<file path="src/rtl/nes_controller_reader.sv">
// ---------------------------------------------------------------------------
// nes_controller_reader
//
// Polls a serial NES-style gamepad on a fixed period and produces a
// debounced 5-bit button word for the CPU controller_in port. Each poll runs
// one latch strobe followed by eight samples separated by seven shift pulses.
// The debounced word only changes after DEBOUNCE identical consecutive frames.
// The raw 8-bit frame is exported every frame for debug LEDs.
//
// Ports
//   clk          in   1  system clock
//   reset        in   1  synchronous, active-high reset
//   ctrl_data    in   1  serial pad data, active-low (0 = pressed)
//   ctrl_latch   out  1  pad latch strobe, active-high, registered
//   ctrl_pulse   out  1  pad shift clock, active-high, registered
//   raw_buttons  out  8  last frame, 1 = pressed
//                        [0]A [1]B [2]Select [3]Start [4]Up [5]Down [6]Left [7]Right
//   buttons      out  5  debounced {A, Up, Down, Left, Right}
//   frame_done   out  1  one-cycle strobe per completed frame
// ---------------------------------------------------------------------------
`timescale 1ns/1ps

module nes_controller_reader #(
    parameter int POLL_DIV    = 833333,
    parameter int HALF_PERIOD = 300,
    parameter int DEBOUNCE    = 2
) (
    input  logic       clk,
    input  logic       reset,
    input  logic       ctrl_data,
    output logic       ctrl_latch,
    output logic       ctrl_pulse,
    output logic [7:0] raw_buttons,
    output logic [4:0] buttons,
    output logic       frame_done
);

    localparam int PW = (POLL_DIV > 1) ? $clog2(POLL_DIV) : 1;
    localparam int TW = $clog2(2 * HALF_PERIOD + 1);

    localparam logic [PW-1:0] POLL_LAST  = PW'(POLL_DIV - 1);
    localparam logic [TW-1:0] LATCH_LAST = TW'(2 * HALF_PERIOD - 1);
    localparam logic [TW-1:0] HALF_LAST  = TW'(HALF_PERIOD - 1);
    localparam logic [3:0]    DEB_TARGET = 4'(DEBOUNCE);

    typedef enum logic [2:0] {
        IDLE,
        LATCH,
        SAMPLE,
        PULSE,
        DONE
    } state_t;

    state_t          state;
    state_t          state_next;
    logic [PW-1:0]   poll_cnt;
    logic [TW-1:0]   timer;
    logic [TW-1:0]   timer_next;
    logic [2:0]      bit_idx;
    logic [2:0]      bit_idx_next;
    logic            sample_now;
    logic [7:0]      shift_reg;
    logic [3:0]      match_cnt;
    logic [3:0]      match_next;
    logic            buttons_load;
    logic            poll_tick;
    logic [1:0]      data_sync;

    assign poll_tick = (poll_cnt == POLL_LAST);

    // ------------------------------------------------------------------
    // State register and shared down-counter
    // ------------------------------------------------------------------
    // NOTE: sequential state uses non-blocking assignments so every flop
    // samples the pre-edge values regardless of statement order.
    always_ff @(posedge clk) begin
        if (reset) begin
            state   <= IDLE;
            timer   <= '0;
            bit_idx <= '0;
        end else begin
            state   <= state_next;
            timer   <= timer_next;
            bit_idx <= bit_idx_next;
        end
    end

    // ------------------------------------------------------------------
    // Next-state logic. Each timed state loads the counter with its
    // duration minus one on entry and leaves when it reaches zero.
    // ------------------------------------------------------------------
    // NOTE: every signal gets a default before the case so no path leaves
    // it unassigned, which would otherwise infer a latch.
    always_comb begin
        state_next   = state;
        timer_next   = timer;
        bit_idx_next = bit_idx;
        sample_now   = 1'b0;

        case (state)
            IDLE: begin
                // A tick arriving in any other state is simply dropped.
                if (poll_tick) begin
                    state_next = LATCH;
                    timer_next = LATCH_LAST;
                end
            end
            LATCH: begin
                if (timer == '0) begin
                    state_next   = SAMPLE;
                    timer_next   = HALF_LAST;
                    bit_idx_next = 3'd0;
                end else begin
                    timer_next = timer - 1'b1;
                end
            end
            SAMPLE: begin
                if (timer == '0) begin
                    sample_now = 1'b1;
                    timer_next = HALF_LAST;
                    state_next = (bit_idx == 3'd7) ? DONE : PULSE;
                end else begin
                    timer_next = timer - 1'b1;
                end
            end
            PULSE: begin
                if (timer == '0) begin
                    state_next   = SAMPLE;
                    timer_next   = HALF_LAST;
                    bit_idx_next = bit_idx + 3'd1;
                end else begin
                    timer_next = timer - 1'b1;
                end
            end
            DONE: begin
                state_next = IDLE;
            end
            default: begin
                state_next = IDLE;
            end
        endcase
    end

    // ------------------------------------------------------------------
    // Debounce: count consecutive identical frames, saturating at the
    // target. raw_buttons still holds the previous frame while in DONE.
    // ------------------------------------------------------------------
    always_comb begin
        match_next = 4'd1;
        if (shift_reg == raw_buttons) begin
            match_next = (match_cnt < DEB_TARGET) ? match_cnt + 4'd1 : match_cnt;
        end
    end

    assign buttons_load = (match_next == DEB_TARGET);

    // ------------------------------------------------------------------
    // Datapath: poll timer, input synchroniser, shift register, outputs.
    // Strobes are decoded from the next state so they come straight off
    // flops and stay aligned with the state register.
    // ------------------------------------------------------------------
    always_ff @(posedge clk) begin
        if (reset) begin
            poll_cnt    <= '0;
            data_sync   <= 2'b11;
            shift_reg   <= '0;
            match_cnt   <= '0;
            raw_buttons <= '0;
            buttons     <= '0;
            ctrl_latch  <= 1'b0;
            ctrl_pulse  <= 1'b0;
            frame_done  <= 1'b0;
        end else begin
            poll_cnt <= poll_tick ? '0 : poll_cnt + 1'b1;

            // The pad line is asynchronous to clk; it is stable for at
            // least a half-period before it is sampled, so two flops of
            // delay do not disturb the read.
            data_sync <= {data_sync[0], ctrl_data};

            if (sample_now) begin
                shift_reg[bit_idx] <= ~data_sync[1];
            end

            ctrl_latch <= (state_next == LATCH);
            ctrl_pulse <= (state_next == PULSE);
            frame_done <= (state_next == DONE);

            if (state == DONE) begin
                raw_buttons <= shift_reg;
                match_cnt   <= match_next;
                if (buttons_load) begin
                    buttons <= {shift_reg[0], shift_reg[4], shift_reg[5],
                                shift_reg[6], shift_reg[7]};
                end
            end
        end
    end

endmodule

</file>
<file path="config.mk">
export PLATFORM = sky130hd
export DESIGN_NAME = nes_controller_reader
export DESIGN_NICKNAME = d
export VERILOG_FILES = /design/src/rtl/nes_controller_reader.sv
export SDC_FILE = /design/constraint.sdc
export NUM_CORES = 1
export LEC_CHECK = 0
export ABC_AREA = 1
export CORE_MARGIN = 2
export CORE_UTILIZATION = 50
export DETAILED_ROUTE_END_ITERATION = 6
export MAX_ROUTING_LAYER = met4
export PLACE_DENSITY = 0.72
export SYNTH_ARGS = -nofsm -noshare
export SYNTH_HDL_FRONTEND = slang
export SYNTH_SLANG_ARGS = --single-unit
export TNS_END_PERCENT = 30
</file>
<file path="constraint.sdc">
create_clock -name clk -period 2.9 [get_ports clk]
set_input_delay 0.58 -clock clk [delete_from_list [all_inputs] [get_ports clk]]
set_output_delay 0.58 -clock clk [all_outputs]
set_load 0.01 [all_outputs]
</file>
==> metrics.cfg, run 1 <==
[sta]
final_critical_path_setup_slack_ns=1.061
final.setup_skew_ns=0.01040
setup_total_negative_slack_ns=0
maxSlewHeadroom=0.7371
period_needed_ns=1.839
final_hold_viol_count=0
setup_failing_eps_final=0
fin_crit_sh=0.6343
timing.final.max_slew_violations=0
rsz0062_at_grt=no
max_freq_mhz=543.6
worst_slew_pin_slew_ns=0.3930

[route]
drt_wl_total_mm=6.224
post_drt_via_cell_ratio=5.029
number_of_nets_with_antenna_violations_after_routing=0
wl_per_cell_um=10.75
routed-via-count=2912
drc_errors=0
first_iter_violations=104
detailedRoute.firstPassIterationCount=5

[cells_and_area]
antenna_cells=0
syn_to_layout_area_delta_pct=14.58
nets=506
drive_gt1_frac=0.1036
top_register=poll_cnt
largest_register_ffs=20
top_regs=poll_cnt x20, timer x10

[logic_synthesis]
post_synth_instance_area_um2=3271
yosys_warnings=0
ys_seq_area_frac=0.4040
synth_fa_ha_area_frac=0.02295
basic_gate_share_of_the_synthesized_area_counting_and_or_nand_and_nor_cells=0.3374
synth_top_family_by_area=simple AND/OR/NAND/NOR gates
synth.mux.area_fraction=0
synthXorXnorAreaFrac=0.02410
post_synth_num_cell_types=35
synthesized_flop_and_latch_total=66
synth.net_count=481
synth_area_per_cell_um2=6.929
netlist_instances=472
synth_compound_gate_area_share=0.1090

[floorplanning]
die_h_um=84.88
core.rowCount=29
core_um2=6350
dieArea_um2=7205
die_w_um=84.88
boundaryPins=19
initial_core_util=0.5151

[setup_path]
required_time_of_the_critical_path_ns=2.32
crit_slowest_cell=clkdlybuf4s50_1
worstPathBufferInverterCount=1
worst-r2r-cell-count=10
r2r-end=poll_cnt[16]$_SDFF_PP0_
worst_setup_path_end_kind=output pin
worstSetupStartpointType=register
cpPeakStageDelay_ns=0.55
cp_data_arrival_time_ns=1.26
worst_reg2reg_startpoint=poll_cnt[0]$_SDFF_PP0_
crit_type=register to output pin
cp_num_cells=1
worst_path_dominant_cell_family=buffers and inverters
worst-r2r-setup-slack_ns=1.24
timing.critical_path.cells=clkdlybuf4s50_1
timing.critical_path.fanout_max=3

[clock_tree]
post_cts.repair.setup_buffers=0
cts.sink_count=66
worst_setup_hold_path_clk_slew_ns=0.08
clockBufferDepth=2
cts_htree_levels=3
tritoncts=built
cts_root_buffer=clkbuf_8
number_of_gates_resized_after_cts=0
clk_latency_ns=0.35
numCtsBuffers=9
number_of_buffers_inserted_for_hold_repair_after_clock_tree_synthesis=0

[place]
dpl_worst_slack_ns=0.9487
placement.io_buffers=18
hpwl_mm=4.545
place.gp.congestion=0.8358

[power_and_ir_drop]
ir_worst_vdd_mv=0.3322
power_frac_clock=0.461
power.density_nw_per_um2=470.9
pwr-share-seq=0.519
cell_internal_pwr_mw=1.369
combinational_cell_fraction_of_total_power=0.021
power.static_leakage_nw=1.587
sw_frac_of_total=0.2242
netSwitchingPower_mw=0.3956

[global_routing]
grt_start_max_net_pins=29
initial_antenna_violation_count=0
grt_pass1_wl_mm=11.27
gr-total-overflow=0
grt_pass1_vias=2687
track_usage=0.1992

[min_path]
holdPathStages=1
worst_hold_path.endpoint=data_sync[1]$_SDFF_PP1_
timing.hold.worst.start=data_sync[0]$_SDFF_PP1_
min_path_type=register to register

[job]
max_cap_viol_count=0

[status]
status=completed

[cells in the mapped netlist]
library cell  instances  share of area
clkbuf_4              1         0.0023
xor2_1                7          0.019
nand3_1              22          0.034
nor2_1               53          0.061
clkinv_1              2         0.0023
nand3_2               5          0.015
inv_1                74          0.085
nand4_2               2         0.0076
nor3b_1               2         0.0046
nand2_1             115           0.13
o211ai_1              1         0.0023
inv_2                 4         0.0046
dfxtp_1              66           0.40
nor3_1               13          0.020
o21ai_0              21          0.032
clkbuf_1              4         0.0046
xnor2_1               2         0.0054
o21ai_1               9          0.014
or2_2                 2         0.0038
nand4_1               6          0.011
nor3_2                1         0.0031
nand2_2               1         0.0019
ha_1                  6          0.023
a21oi_1              27          0.041
buf_2                 1         0.0015
a21oi_2               5          0.013
nand2_4               3          0.010
nor2_4                2         0.0069
buf_4                 1         0.0023
or2_0                 1         0.0019
nor2_8                1         0.0061
o31ai_1               1         0.0023
nand3b_1              2         0.0046
nor2_2                7          0.013
a31oi_1               2         0.0038
[kinds of logic after synthesis]
family / count (synthesis)
adders and majority gates: 6
xor gates and xnor gates: 9
and+or+nand+nor: 238
DFF: 66
AOI/OAI and AO/OA: 66
buffers and inverters: 87
[final cells by class]
type	instances	area (um2)
clock inverter	5	61.31
timing repair buffer	21	202.7
sequential	66	1321
tap	77	96.34
inverter	80	300.3
multi-input combinational	319	1614
clock buffer	11	151.4
fill	575	2603
[cell usage in the layout (no fill, tap or decap), types with 3 or more instances in the layout]
| cell type | n |
|---|---|
| clkdlybuf4s50_1 | 18 |
| ha_1 | 6 |
| dfxtp_1 | 66 |
| clkbuf_8 | 11 |
| nand4_1 | 6 |
| o21ai_0 | 21 |
| a21oi_2 | 5 |
| nor2_2 | 7 |
| inv_1 | 74 |
| clkinvlp_4 | 3 |
| o21ai_1 | 9 |
| nand3_1 | 22 |
| xor2_1 | 7 |
| a21oi_1 | 27 |
| nor3_1 | 13 |
| nand2_1 | 115 |
| nor2_1 | 53 |
| inv_2 | 4 |
| nand3_2 | 5 |
| buf_4 | 3 |
| nand2_4 | 3 |
[power by group through the flow]
stage	registers, mW	clock network [mW]	logic (mW)
final	0.915	0.813	0.0363
after global routing	0.916	0.879	0.0415
after CTS	0.915	0.834	0.0370
after detailed placement	0.936	0	0.0372
after global placement	0.936	0	0.0364
after floorplan	0.935	0	0.0265
[how the worst max path moves through the flow]
stage                                           start  slack (ns)                         to
after floorplan                                 reset        1.38  match_cnt[0]$_SDFFE_PP0P_
after global placement                          reset        1.00  match_cnt[2]$_SDFFE_PP0P_
after detailed placement                        reset        0.95     poll_cnt[5]$_SDFF_PP0_
after CTS                 raw_buttons[4]$_SDFFE_PP0P_        1.03             raw_buttons[4]
after global routing      raw_buttons[4]$_SDFFE_PP0P_        1.01             raw_buttons[4]
final                     raw_buttons[5]$_SDFFE_PP0P_        1.06             raw_buttons[5]
[per-layer routing]
layer,global-route usage,part of all wire
met1,0.2221,0.47
met2,0.3414,0.48
met3,0.04183,0.029
met4,0.09235,0.021
met5,-,0
[stage by stage]
stage	cell area [um2]	util	hold slack [ns]	total power, mW	instances
2_1_floorplan	3271	-	0.3895	0.9617	472
3_3_place_gp	3535	0.5567	0.3921	0.9723	563
3_5_place_dp	3535	0.5567	0.3964	0.9733	563
4_1_cts	3747	0.5901	0.4024	1.786	579
5_1_grt	3747	0.5901	0.4353	1.836	579
6_report	3747	0.5901	0.4005	1.765	579
Power figures use the tool's default switching activity.
==> run 2, diff against run 1 <==
Settings changed: PLACE_DENSITY 0.72 to 0.74.
Clock period 2.9 ns to 1.56 ns, I/O delays scaled along.
==> metrics.cfg, run 2 (synthesis results as in run 1) <==
[status]
status=completed

[global_routing]
grt_pass1_vias=2795
track_usage=0.1996
met3_usage_grt=0.04183
initial_antenna_violation_count=0
grt.busiest_layer=met2
grt_start_max_net_pins=29
grt_pass1_wl_mm=11.47
gr-total-overflow=0
met2_usage=0.3293
gr-usage-met1=0.2402

[route]
drt_wl_total_mm=6.964
routed-via-count=3057
drc_errors=0
wl_per_cell_um=11.44
first_iter_violations=116
detailedRoute.firstPassIterationCount=6
post_drt_via_cell_ratio=5.020
number_of_nets_with_antenna_violations_after_routing=0

[floorplanning]
boundaryPins=19
dieArea_um2=7205
initial_core_util=0.5151
core_um2=6350
core.rowCount=29
die_h_um=84.88
die_w_um=84.88

[sta]
max_freq_mhz=659.7
timing.final.max_slew_violations=0
final_hold_viol_count=0
fin_crit_sh=0.9716
period_needed_ns=1.516
maxSlewHeadroom=0.8067
final.setup_skew_ns=0.005271
setup_failing_eps_final=0
timing.hold.ws_ns=0.4077
worst_slew_pin_slew_ns=0.2897
rsz0062_at_grt=yes
final_critical_path_setup_slack_ns=0.04425

[clock_tree]
cts.sink_count=66
worst_setup_hold_path_clk_slew_ns=0.07
clockBufferDepth=2
cts_htree_levels=3
cts_root_buffer=clkbuf_8
tritoncts=built
numCtsBuffers=9
number_of_buffers_inserted_for_hold_repair_after_clock_tree_synthesis=0
clk_latency_ns=0.34

[place]
dpl.cell_count=587
place.gp.congestion=0.8741
dpl_worst_slack_ns=-0.03994
hpwl_mm=4.700
post_dp_cell_area_um2=3752
placement.io_buffers=18

[setup_path]
crit_type=register to register
worst_setup_path_end_kind=register
cpPeakStageDelay_ns=0.36
worst_path_dominant_cell_family=simple AND/OR/NAND/NOR gates
worst-r2r-cell-count=9
worstPathBufferInverterCount=2
timing.critical_path.mode_cell=nand2_2
required_time_of_the_critical_path_ns=1.84
cp_data_arrival_time_ns=1.79
crit_slowest_cell=dfxtp_4
timing.critical_path.cells=inv_2, ha_4, nand4_1, nor2_4, nand3_4, buf_12, nand2_2, nand2_2, a21oi_2
timing.critical_path.fanout_max=5
cp_num_cells=9
worstSetupStartpointType=register

[job]
max_cap_viol_count=0

[cells_and_area]
top_register=poll_cnt
antenna_cells=0
layout.cells.most_common_list=nand2_1 (109), inv_1 (68), dfxtp_1 (57), nor2_1 (51), buf_4 (28)
finish.cell_count_without_fillers=609
drive_gt1_frac=0.2312
syn_to_layout_area_delta_pct=30.57
nets=536
layout.cells.most_common=nand2_1
post-route-util=0.6725
top_regs=poll_cnt x20, timer x10
largest_register_ffs=20
area_of_all_placed_cells_without_fillers_um2=4270

[min_path]
holdPathStages=1
min_path_type=register to register

[power_and_ir_drop]
power.density_nw_per_um2=793.8
power.static_leakage_nw=1.934
ir_worst_vdd_mv=0.5111

==> run 2: cell count changes in the layout (fill, tap and decap cells not counted), sizes merged <==
cell,previous run,this run
dlygate4sd2,0,4
dlymetal6s2s,0,5
clkinv,2,4
clkinvlp,3,1
clkbuf,11,12
bufinv,1,2
buf,3,32
clkdlybuf4s50,18,9
inv,79,78
==> run 2: final cells by class <==
cell class,instances,area [um2]
Clock buffer,11,141.4
Timing Repair Buffer,51,494.2
Fill cell,508,2079
Sequential cell,66,1338
Inverter,80,300.3
Tap cell,77,96.34
Multi-Input combinational cell,319,1823
Clock inverter,5,77.57
==> run 2: routing by layer <==
layer	part of all wire	wire, um
met4	0.016	114
met3	0.024	165
met1	0.46	3175
met5	0	0
met2	0.50	3509
==> run 2: where the power goes <==
part / leakage (nW) / switching [mW] / total [mW] / internal (mW)
combinational: 1.29 / 0.0572 / 0.102 / 0.0444
sequential: 0.537 / 0.0120 / 1.71 / 1.69
clock: 0.109 / 0.645 / 1.58 / 0.938
==> run 2: through the flow <==
step                power, mW  setup TNS (ns)
global route            3.516         -0.5860
finish                  3.390               0
floorplan               1.788               0
global placement        1.828               0
CTS                     3.404               0
detailed placement      1.831        -0.03994
==> run 2: what timing repair did <==
action | CTS | global route
cloned | 0 | 1
resized for setup | 7 | 63
buffers inserted | 0 | 5
setup endpoints to repair | 8 | 40
pin swaps | 1 | 18
==> run 2: path summary, 6_finish.rpt <==
| check | startpoint | endpoint | slack, ns |
|---|---|---|---|
| worst max-delay path | poll_cnt[1]$_SDFF_PP0_ | timer[9]$_SDFFE_PP0P_ | 0.04 |
| worst min-delay path | data_sync[0]$_SDFF_PP1_ | data_sync[1]$_SDFF_PP1_ | 0.41 |
| worst max register to register | poll_cnt[1]$_SDFF_PP0_ | timer[9]$_SDFFE_PP0P_ | 0.04 |
| worst min register to register | data_sync[0]$_SDFF_PP1_ | data_sync[1]$_SDFF_PP1_ | 0.41 |
